## src/rtl/exu_seq_swc.sv

```systemverilog
`default_nettype none
// +----------------------------------------------------------------------------+
// | exu_seq_swc: execution sequencer stepping one decoded instruction through  |
// | its execution units with stall support and a retired-instruction counter.  |
// | Revision: 1.0                                                              |
// +----------------------------------------------------------------------------+
module exu_seq_swc #(
   parameter int ALU_CYCLES = 4,
   parameter int LSU_CYCLES = 6
) (
   input  logic        hclk,
   input  logic        hrstn,
   input  logic        dec_valid,
   input  logic [2:0]  dec_class,
   output logic        dec_ready,
   input  logic        exu_stall,
   output logic [3:0]  cycle_cnt,
   output logic        en_reg,
   output logic        en_imm,
   output logic        en_lsu,
   output logic        en_bru,
   output logic        exu_done,
   output logic        exu_illegal,
   output logic [31:0] retire_cnt
);

   typedef enum logic [1:0] {
      ST_IDLE = 2'd0,
      ST_RUN  = 2'd1,
      ST_DONE = 2'd2
   } state_t;

   localparam logic [2:0] c_cls_reg   = 3'd0;
   localparam logic [2:0] c_cls_imm   = 3'd1;
   localparam logic [2:0] c_cls_load  = 3'd2;
   localparam logic [2:0] c_cls_store = 3'd3;
   localparam logic [2:0] c_cls_bru   = 3'd4;
   localparam logic [3:0] c_alu_last  = 4'(ALU_CYCLES);
   localparam logic [3:0] c_lsu_last  = 4'(LSU_CYCLES);

   state_t      r_state, w_state_nxt;
   logic [2:0]  r_class, w_class_nxt;
   logic [3:0]  r_cnt,   w_cnt_nxt;
   logic [3:0]  r_en,    w_en_nxt;      // {bru, lsu, imm, reg}
   logic        r_illegal, w_illegal_nxt;
   logic [31:0] r_retire_cnt;
   logic [3:0]  w_last;
   logic [3:0]  w_en_dec;
   logic        w_legal;

   assign w_legal = (dec_class <= c_cls_bru);
   assign w_last  = ((r_class == c_cls_load) || (r_class == c_cls_store)) ? c_lsu_last : c_alu_last;

   always_comb begin
      w_en_dec = 4'b1000;
      case (dec_class)
         c_cls_reg:               w_en_dec = 4'b0001;
         c_cls_imm:               w_en_dec = 4'b0010;
         c_cls_load, c_cls_store: w_en_dec = 4'b0100;
         default:                 w_en_dec = 4'b1000;
      endcase
   end

   always_comb begin
      w_state_nxt   = r_state;
      w_class_nxt   = r_class;
      w_cnt_nxt     = r_cnt;
      w_en_nxt      = r_en;
      w_illegal_nxt = 1'b0;
      case (r_state)
         ST_IDLE: begin
            if (dec_valid) begin
               // Illegal classes are flagged but never enter RUN.
               if (w_legal) begin
                  w_state_nxt = ST_RUN;
                  w_class_nxt = dec_class;
                  w_cnt_nxt   = 4'd1;
                  w_en_nxt    = w_en_dec;
               end else begin
                  w_illegal_nxt = 1'b1;
               end
            end
         end
         ST_RUN: begin
            if (!exu_stall) begin
               if (r_cnt == w_last) begin
                  w_state_nxt = ST_DONE;
                  w_cnt_nxt   = 4'd0;
                  w_en_nxt    = 4'b0000;
               end else begin
                  w_cnt_nxt = r_cnt + 4'd1;
               end
            end
         end
         ST_DONE: w_state_nxt = ST_IDLE;
         default: w_state_nxt = ST_IDLE;
      endcase
   end

   always_ff @(posedge hclk or negedge hrstn) begin
      if (!hrstn) begin
         r_state      <= ST_IDLE;
         r_class      <= c_cls_reg;
         r_cnt        <= 4'd0;
         r_en         <= 4'b0000;
         r_illegal    <= 1'b0;
         r_retire_cnt <= 32'd0;
      end else begin
         r_state   <= w_state_nxt;
         r_class   <= w_class_nxt;
         r_cnt     <= w_cnt_nxt;
         r_en      <= w_en_nxt;
         r_illegal <= w_illegal_nxt;
         if (r_state == ST_DONE) begin
            r_retire_cnt <= r_retire_cnt + 32'd1;
         end
      end
   end

   assign dec_ready   = (r_state == ST_IDLE);
   assign exu_done    = (r_state == ST_DONE);
   assign exu_illegal = r_illegal;
   assign cycle_cnt   = r_cnt;
   assign en_reg      = r_en[0];
   assign en_imm      = r_en[1];
   assign en_lsu      = r_en[2];
   assign en_bru      = r_en[3];
   assign retire_cnt  = r_retire_cnt;

endmodule
`default_nettype wire

```

## config.mk

```make
export PLATFORM = sky130hd
export DESIGN_NAME = exu_seq_swc
export DESIGN_NICKNAME = d
export VERILOG_FILES = /design/src/rtl/exu_seq_swc.sv
export SDC_FILE = /design/constraint.sdc
export NUM_CORES = 1
export LEC_CHECK = 0
export CORE_UTILIZATION = 40
export CTS_BUF_LIST = sky130_fd_sc_hd__clkbuf_8
export DETAILED_ROUTE_END_ITERATION = 6
export PLACE_DENSITY = 0.78
export SKIP_LAST_GASP = 1
export SLEW_MARGIN = 20
export SYNTH_ARGS = -nofsm -noshare
export SYNTH_HDL_FRONTEND = slang
export SYNTH_SLANG_ARGS = --single-unit
```

## constraint.sdc

```tcl
create_clock -name hclk -period 2 [get_ports hclk]
set_input_delay 0.4 -clock hclk [delete_from_list [all_inputs] [get_ports hclk]]
set_output_delay 0.4 -clock hclk [all_outputs]
set_load 0.005 [all_outputs]
```

## Word-level counts from Yosys, hierarchy flattened

Index checks and enable logic that the tools add are counted.
Widths: inputs -> output; s select.

| storage, ports and cells | value |
|---|---|
| register bits | 46 |
| input bits | 7 |
| word-level logic and storage cells | 50 |

| operators by class | value |
|---|---|
| add/sub/neg operators | 2 |
| $lt $le $gt $ge | 1 |
| equal/unequal tests | 12 |
| mux-type cells | 20 |
| reduce and logical (&&, ||, !) cells | 9 |

Operators by type and width:

| cell | number |
|---|---|
| $add 32x1->32 const B | 1 |
| $mux 4 | 8 |
| $pmux 4 s2 | 2 |
| $eq 3x2->1 const B | 4 |
| $pmux 4 s3 | 1 |
| $mux 2 | 5 |
| $reduce_and 4->1 | 2 |
| $ne 2x2->1 const B | 3 |
| $reduce_and 5->1 | 1 |
| $add 4x1->4 const B | 1 |
| $eq 4x3->1 | 1 |
| $pmux 2 s2 | 1 |
| $eq 3x1->1 const B | 1 |
| $le 3x3->1 const B | 1 |
| $logic_not 3->1 | 1 |
| $mux 1 | 3 |
| $reduce_and 3->1 | 1 |
| $eq 2x1->1 const B | 1 |
| $eq 2x2->1 const B | 1 |
| $logic_not 2->1 | 1 |
| $ne 2x1->1 const B | 1 |
| $reduce_bool 2->1 | 1 |
| $reduce_or 2->1 | 1 |
| $logic_or 1x1->1 | 1 |

## Logic depth before layout (Yosys ltp)

Gate-level depths: netlist (run 1).

| depth | value |
|---|---|
| word-level depth | 7 |
| mapped depth | 6 |
| mapped depth without buffers | 6 |

## Least setup slack after synthesis (run 1)

OpenSTA, ideal clock, no wires.

| path | value |
|---|---|
| kind | reg-to-reg |
| start | register r_state[1] |
| end | register r_en[0] |
| arrival | 1.660 ns |
| required time | 1.875 ns |
| path slack | 0.215 ns |
| stages on the path, launching flop included | 5 |
| cell sequence | dfrtp_1 > or3b_1 > o21ai_2 > a21boi_4 > mux2_2 |

| on the way | value |
|---|---|
| cells in the longest elaborated chain, start to end | 3 |

Ends and longest elaborated chain:

| item | line | RTL |
|---|---|---|
| start: declaration | 41 | `state_t r_state, w_state_nxt;` |
| start signal: assignment | 109 | `r_state <= w_state_nxt;` |
| $eq 2x1->1 or $logic_not 2->1 (tied branches) | 70 | `case (r_state)` |
| $ne 2x2->1 (no source line) (tied with other cells) | n/a |  |
| $reduce_and 5->1 (no source line) | n/a |  |
| end signal: assignment | 112 | `r_en <= w_en_nxt;` |
| end: declaration | 44 | `logic [3:0] r_en, w_en_nxt;` |

Parallel ways exist; a longest one is shown, timed or not.
A chain may end at the register's enable or synchronous reset.

## Worst setup path after layout (run 1)

| path | value |
|---|---|
| start | register r_state[1] |
| end | output port exu_done |

| on the way | value |
|---|---|
| cells in the longest elaborated chain, start to end | 1 |

Ends and longest elaborated chain:

| item | line | RTL |
|---|---|---|
| $eq 2x2->1 | 121 | `assign exu_done = (r_state == ST_DONE);` |
| end: declaration | 22 | `output logic exu_done,` |

Every way passes these cells.

==> out/qor.yml, run 1 <==
path_buf_inv: 1
max_stage_delay_ps: 540
htreeDepth: 2
crit_path_end_kind: "output port"
required_ps: 1600
grt.overflow.total: 0
drt_pass1_iterations: 4
cts_made_buffers: 5
drt_wl_total_microns: 3880
rsz0062_at_grt: "no"
syn2layout_area_growth_pct: 38.4
ys.flop_type: "dfrtp_1"
fin_nets: 254
critPathSlowestCell: "clkdlybuf4s50_1"
synth_common_cells: "dfrtp_1 (45), xnor2_1 (24), nand3_1 (18)"
first_iter_violations: 44
synthTopCellsByArea: "dfrtp_1 (56%), xnor2_1 (10%), nand3_1 (4.5%)"
worst-path-max-fanout: 6
synthCells: 176
intPower_mw: 1.67
grt_first_pass_wirelength_microns: 6740
drive_gt1_frac: 0.142
p_leak_nw: 1.23
remaining_drc_errors: 0
period_minus_slack_ps: 1880
cts.sinks: 45
grt_start_max_net_pins: 20
seq_area_frac_synth: 0.560
tritoncts: "yes"
grt_use_total: 0.163
drtAntennaViolNets: 0
antenna_found_initial: 0
seqPwrFrac: 0.492
path_cells: "nor2b_1 -> clkdlybuf4s50_1"
post-dp-hpwl_microns: 2970
peakVddDrop_mv: 0.522
synth_top_area_frac: 0.560
syn_nets: 185
outcome: "completed"
clockRootBuffer: "clkbuf_8"
cts_max_path_buffers: 2
rows: 25
num_io_pins: 50
synth_async_sr_flop_share: 1.00
dp_slack_ps: -126
setup_viol: 0
crit_arrival_ps: 1480
path_clk_slew_ps: 80
final-seq-area_sq_mm: 0.00113
p_clk_frac: 0.260
path_delay_family: "buffers and inverters"
setup_slack_ps: 116
min-delay-path-class: "in -> async"
slew_headroom: 0.713
yosysWarningCount: 0
drv_slew: 0
powerDensity_mw_per_mm2: 825
dr_total_vias: 1515
worst-slew-pin-transition_ps: 429
vias_per_cell: 4.84
setup.worst_path.class: "reg -> out"
clk_latency_ps: 280
start_kind: "flip-flop"
avgSynthCellArea_sq_um: 11.4
fmax_mhz: 531
hold_viol: 0
p_comb_frac: 0.249
wl_per_cell_microns: 12.4
synthDistinctLibCells: 35
gp_congestion: 0.781
die_h_microns: 72.9
fin_crit_sh: 0.942
dieArea_sq_mm: 0.00532
grt_pass1_vias: 1436
synth_edf_count: 0
multiInputGateArea_sq_um: 867
p_switching_mw: 0.625
sw_frac_of_total: 0.272
diodes: 0
start_util: 0.420
cts_setup_buffers: 0
syn_area_sq_mm: 0.00201
cts-resized-gates: 0
synth_most_common_cell: "dfrtp_1"
hold_buffers: 0
nFillCells: 423
dieWidth_microns: 72.9
cap_violations: 0
holdWs_ps: 30.4
core_sq_mm: 0.00479
synth_area_leader_cell: "dfrtp_1"
ys_seq_elements: 45
skew_ps: 6.77
port_buffers: 49
## layout make-up
cell class / instances / area share
sequential: 45 / 0.404
multi-input combinational: 126 / 0.311
timing repair buffer: 63 / 0.212
clock buffer: 7 / 0.0346
tap: 67 / 0.0301
inverter: 4 / 0.00539
clock inverter: 1 / 0.00180
## per-stage QoR
step	setup TNS [ps]	area (sq um)	power [mW]	util	cells
finish	0	2780	2.30	0.582	313
global route	0	2780	2.43	0.582	313
CTS	0	2780	2.33	0.582	313
detailed placement	-327	2680	1.72	0.561	305
global placement	-230	2680	1.71	0.561	305
floorplan	0	2010	1.41	-	176
## sequential cells by signal, indices dropped and copies added, names as in the netlist
| register | count |
|---|---|
| cycle_cnt | 4 |
| exu_illegal | 1 |
| r_class | 2 |
| r_en | 4 |
| r_state | 2 |
| retire_cnt | 32 |
## kinds of logic (layout without fill, tap and decap cells)
family | count (synthesis) | in the layout | share of synthesized area
AOI/OAI and AO/OA | 11 | 11 | 0.0429
adders and majority gates | 2 | 2 | 0.0124
xor gates and xnor gates | 34 | 34 | 0.148
and+or+nand+nor | 75 | 75 | 0.206
buffers and inverters | 5 | 75 | 0.00932
DFF | 45 | 45 | 0.560
muxes | 4 | 4 | 0.0218
## placed cells by master (no fill, tap or decap), types with 2 or more instances in the layout
cell and instances:
or2_2 2, inv_1 4, dfrtp_1 45, nor2b_1 3, nand3_1 18, nand2_1 13, nand4_1 7, xor2_1 10
buf_4 14, nor2_1 12, clkdlybuf4s50_1 48, mux2_2 3, nor3_1 2, ha_1 2, clkbuf_8 7, o21ai_0 3
xnor2_1 24, and3_1 7, nor4b_1 2
## metal layers
metal  GRT usage  vias up  part of all wire
met2       0.250       30              0.46
met3      0.0262        4             0.038
met1       0.234      731              0.49
met4      0.0588        0             0.011
li1            -      750                 -
met5           0        -                 0
## worst register-to-register path, delay by kind of cell, from the launching register on
| kind | cells | cell delay (ps) |
|---|---|---|
| DFF | 1 | 420 |
| and+or+nand+nor | 4 | 1110 |
| xor gates and xnor gates | 1 | 140 |
## path summary, 6_finish.rpt
check                                     startpoint                          to  slack (ps)  cells after the start
max in group asynchronous                      hrstn  retire_cnt[31]$_DFFE_PN0P_        1380                      2
hold reg to reg               r_class[1]$_DFFE_PN0P_      r_class[1]$_DFFE_PN0P_         470                      1
setup / recovery              r_state[1]$_DFFE_PN0P_                    exu_done         120                      2
hold / removal                                 hrstn    cycle_cnt[0]$_DFFE_PN0P_          30                      1
min in group hclk             r_class[1]$_DFFE_PN0P_      r_class[1]$_DFFE_PN0P_         470                      1
setup reg to reg           retire_cnt[6]$_DFFE_PN0P_  retire_cnt[31]$_DFFE_PN0P_         240                      5
## power by group through the flow
| stage | Combinational [mW] | Clock (mW) | Sequential, mW |
|---|---|---|---|
| floorplan | 0.274 | 0 | 1.13 |
| global placement | 0.569 | 0 | 1.15 |
| detailed placement | 0.578 | 0 | 1.15 |
| CTS | 0.582 | 0.621 | 1.13 |
| global route | 0.634 | 0.647 | 1.15 |
| finish | 0.571 | 0.596 | 1.13 |
Note: power is estimated with default switching activity, not from simulation.
==> inputs of run 2 (changes only) <==
==> config.mk (replaced) <==
export PLATFORM = sky130hd
export DESIGN_NAME = exu_seq_swc
export DESIGN_NICKNAME = d
export VERILOG_FILES = /design/src/rtl/exu_seq_swc.sv
export SDC_FILE = /design/constraint.sdc
export NUM_CORES = 1
export LEC_CHECK = 0
export CELL_PAD_IN_SITES_DETAIL_PLACEMENT = 0
export CELL_PAD_IN_SITES_GLOBAL_PLACEMENT = 1
export CORE_UTILIZATION = 39
export CTS_BUF_LIST = sky130_fd_sc_hd__clkbuf_8
export DETAILED_ROUTE_END_ITERATION = 6
export PLACE_DENSITY = 0.92
export SKIP_LAST_GASP = 1
export SYNTH_ARGS = -nofsm -noshare
export SYNTH_HDL_FRONTEND = slang
export SYNTH_SLANG_ARGS = --single-unit
==> run 2 against run 1 <==
- cell count decreased by 0.96%
- total power decreased by 2.9%
- worst setup slack got worse by 19 ps
- highest routed layer unchanged
- die area increased by 2.5%
- maximum frequency decreased by 0.98%
- critical path type unchanged
- critical endpoint unchanged
- register-to-register slack got worse by 60 ps
- largest cell class unchanged
==> out/qor.yml, run 2 (synthesized netlist as in run 1, its figures left out) <==
fin_nets: 251  # -1.2%
drv_slew: 0  # unchanged
port_buffers: 49  # unchanged
dieWidth_microns: 73.8  # +1.2%
grt.overflow.total: 0  # unchanged
dieArea_sq_mm: 0.00545  # +2.5%
setup_slack_ps: 97.8  # -18.6 ps
setup_tns_ps: 0  # unchanged
antenna_found_initial: 0  # unchanged
period_minus_slack_ps: 1900  # +18.6 ps
drive_gt1_frac: 0.119  # -0.0229
cts_made_buffers: 5  # unchanged
cts_max_path_buffers: 2  # unchanged
peakVddDrop_mv: 0.611  # +17%
fin_crit_sh: 0.951  # +0.00931
vias_per_cell: 4.99  # +3.0%
required_ps: 1600  # about the same
clk_latency_ps: 290  # about the same
max_stage_delay_ps: 540  # about the same
core_sq_mm: 0.00485  # +1.3%
post-dp-hpwl_microns: 3080  # +3.5%
hold_buffers: 0  # unchanged
diodes: 0  # unchanged
worst-path-max-fanout: 6  # unchanged
start_kind: "flip-flop"
slew_headroom: 0.625  # -0.0881
fin_util: 0.568  # -0.0140
clockRootBuffer: "clkbuf_8"
cap_violations: 0  # unchanged
gp_congestion: 0.749  # -4.2%
drtAntennaViolNets: 0  # unchanged
first_iter_violations: 57  # +30%
rsz0062_at_grt: "no"
wl_per_cell_microns: 13.1  # +5.6%
final_common_cell: "clkdlybuf4s50_1"
grt_use_total: 0.165  # +0.00157
tritoncts: "yes"
report.power.total_mw: 2.23  # -2.9%
grt_pass1_vias: 1480  # +3.1%
outcome: "completed"
path_cells: "nor2b_1 -> clkdlybuf4s50_1"
rows: 25  # unchanged
cts_setup_buffers: 0  # unchanged
p_leak_nw: 1.22  # -1.1%
fmax_mhz: 526  # -0.98%
dp_slack_ps: -154  # -27.6 ps
die_h_microns: 73.8  # +1.2%
grt_first_pass_wirelength_microns: 6770  # +0.40%
start_util: 0.415  # -0.00542
htreeDepth: 2  # unchanged
remaining_drc_errors: 0  # unchanged
cts-resized-gates: 0  # unchanged
critPathSlowestCell: "clkdlybuf4s50_1"
largest_reg_flops: 32  # unchanged
setup.worst_path.class: "reg -> out"
worst-slew-pin-transition_ps: 562  # +133 ps
skew_ps: 3.07  # -3.70 ps
num_io_pins: 50  # unchanged
min-delay-path-class: "in -> async"
crit_arrival_ps: 1500  # +20 ps
drt_pass1_iterations: 4  # unchanged
syn2layout_area_growth_pct: 36.8
dr_total_vias: 1546  # +2.0%
crit_path_end_kind: "output port"
powerDensity_mw_per_mm2: 810  # -1.8%
cts.sinks: 45  # unchanged
drt_wl_total_microns: 4060  # +4.6%
final_cell_mix: "clkdlybuf4s50_1 (48), dfrtp_1 (45), xnor2_1 (24)"
hold_viol: 0  # unchanged
path_clk_slew_ps: 80  # about the same
setup_viol: 0  # unchanged
grt_start_max_net_pins: 25  # +25%
==> run 2: cell count changes in the layout (fill, tap and decap cells not counted) <==
cell,previous run,this run
inv_1,4,7
clkinv_2,1,0
clkbuf_8,7,5
buf_4,14,10
buf_12,0,1
==> run 2: cell type report <==
class / count / area [sq um]
clock buffers: 5 / 68.8
flip-flops and latches: 45 / 1130
repair buffers: 60 / 581
well taps: 67 / 83.8
multi-input cells: 126 / 867
inverters: 4 / 15.0
fillers: 439 / 2100
clock inverters: 3 / 11.3
==> run 2: layer usage <==
layer,global-route usage,up-vias,part of all wire
li1,-,740,-
met1,0.220,767,0.47
met2,0.264,32,0.48
met3,0.0329,7,0.034
met4,0.0620,0,0.013
met5,0,-,0
==> run 2: worst paths after layout <==
check | startpoint | to | slack, ps | depth (start not counted)
setup / recovery | r_state[1]$_DFFE_PN0P_ | exu_done | 100 | 2
hold / removal | hrstn | cycle_cnt[2]$_DFFE_PN0P_ | 90 | 1
setup reg to reg | r_state[0]$_DFFE_PN0P_ | retire_cnt[28]$_DFFE_PN0P_ | 180 | 5
hold reg to reg | retire_cnt[31]$_DFFE_PN0P_ | retire_cnt[31]$_DFFE_PN0P_ | 470 | 1
max in group asynchronous | hrstn | retire_cnt[7]$_DFFE_PN0P_ | 1400 | 2
min in group hclk | retire_cnt[31]$_DFFE_PN0P_ | retire_cnt[31]$_DFFE_PN0P_ | 470 | 1
==> run 2: stage by stage <==
stage / cell area, sq um / std cells / hold WS [ps]
after detailed placement: 2670 / 302 / 428
after CTS: 2750 / 310 / 111
final: 2750 / 310 / 91.9
after floorplan: 2010 / 176 / 104
after global routing: 2750 / 310 / 123
after global placement: 2670 / 302 / 424
==> run 2: critical path: cells and delay by family (launching register included) <==
family / cells / cell delay, ps
DFF: 1 / 430
and+or+nand+nor: 1 / 240
buffers and inverters: 1 / 540
==> run 2: power by group <==
part / leakage, nW / total, mW / switching (mW) / internal, mW
logic: 0.551 / 0.577 / 0.235 / 0.342
clock network: 0.0519 / 0.520 / 0.287 / 0.233
registers: 0.614 / 1.13 / 0.113 / 1.02
total: 1.22 / 2.23 / 0.635 / 1.60
==> inputs of run 3 (changes only) <==
--- a/config.mk
+++ b/config.mk
@@ -9,9 +9,11 @@
 export CELL_PAD_IN_SITES_GLOBAL_PLACEMENT = 1
 export CORE_UTILIZATION = 39
 export CTS_BUF_LIST = sky130_fd_sc_hd__clkbuf_8
+export CTS_CLUSTER_DIAMETER = 50
 export DETAILED_ROUTE_END_ITERATION = 6
 export PLACE_DENSITY = 0.92
 export SKIP_LAST_GASP = 1
+export SLEW_MARGIN = 20
 export SYNTH_ARGS = -nofsm -noshare
 export SYNTH_HDL_FRONTEND = slang
 export SYNTH_SLANG_ARGS = --single-unit
==> results of run 3 <==
No change in the layout: final DEF, timing and power equal those of run 2.
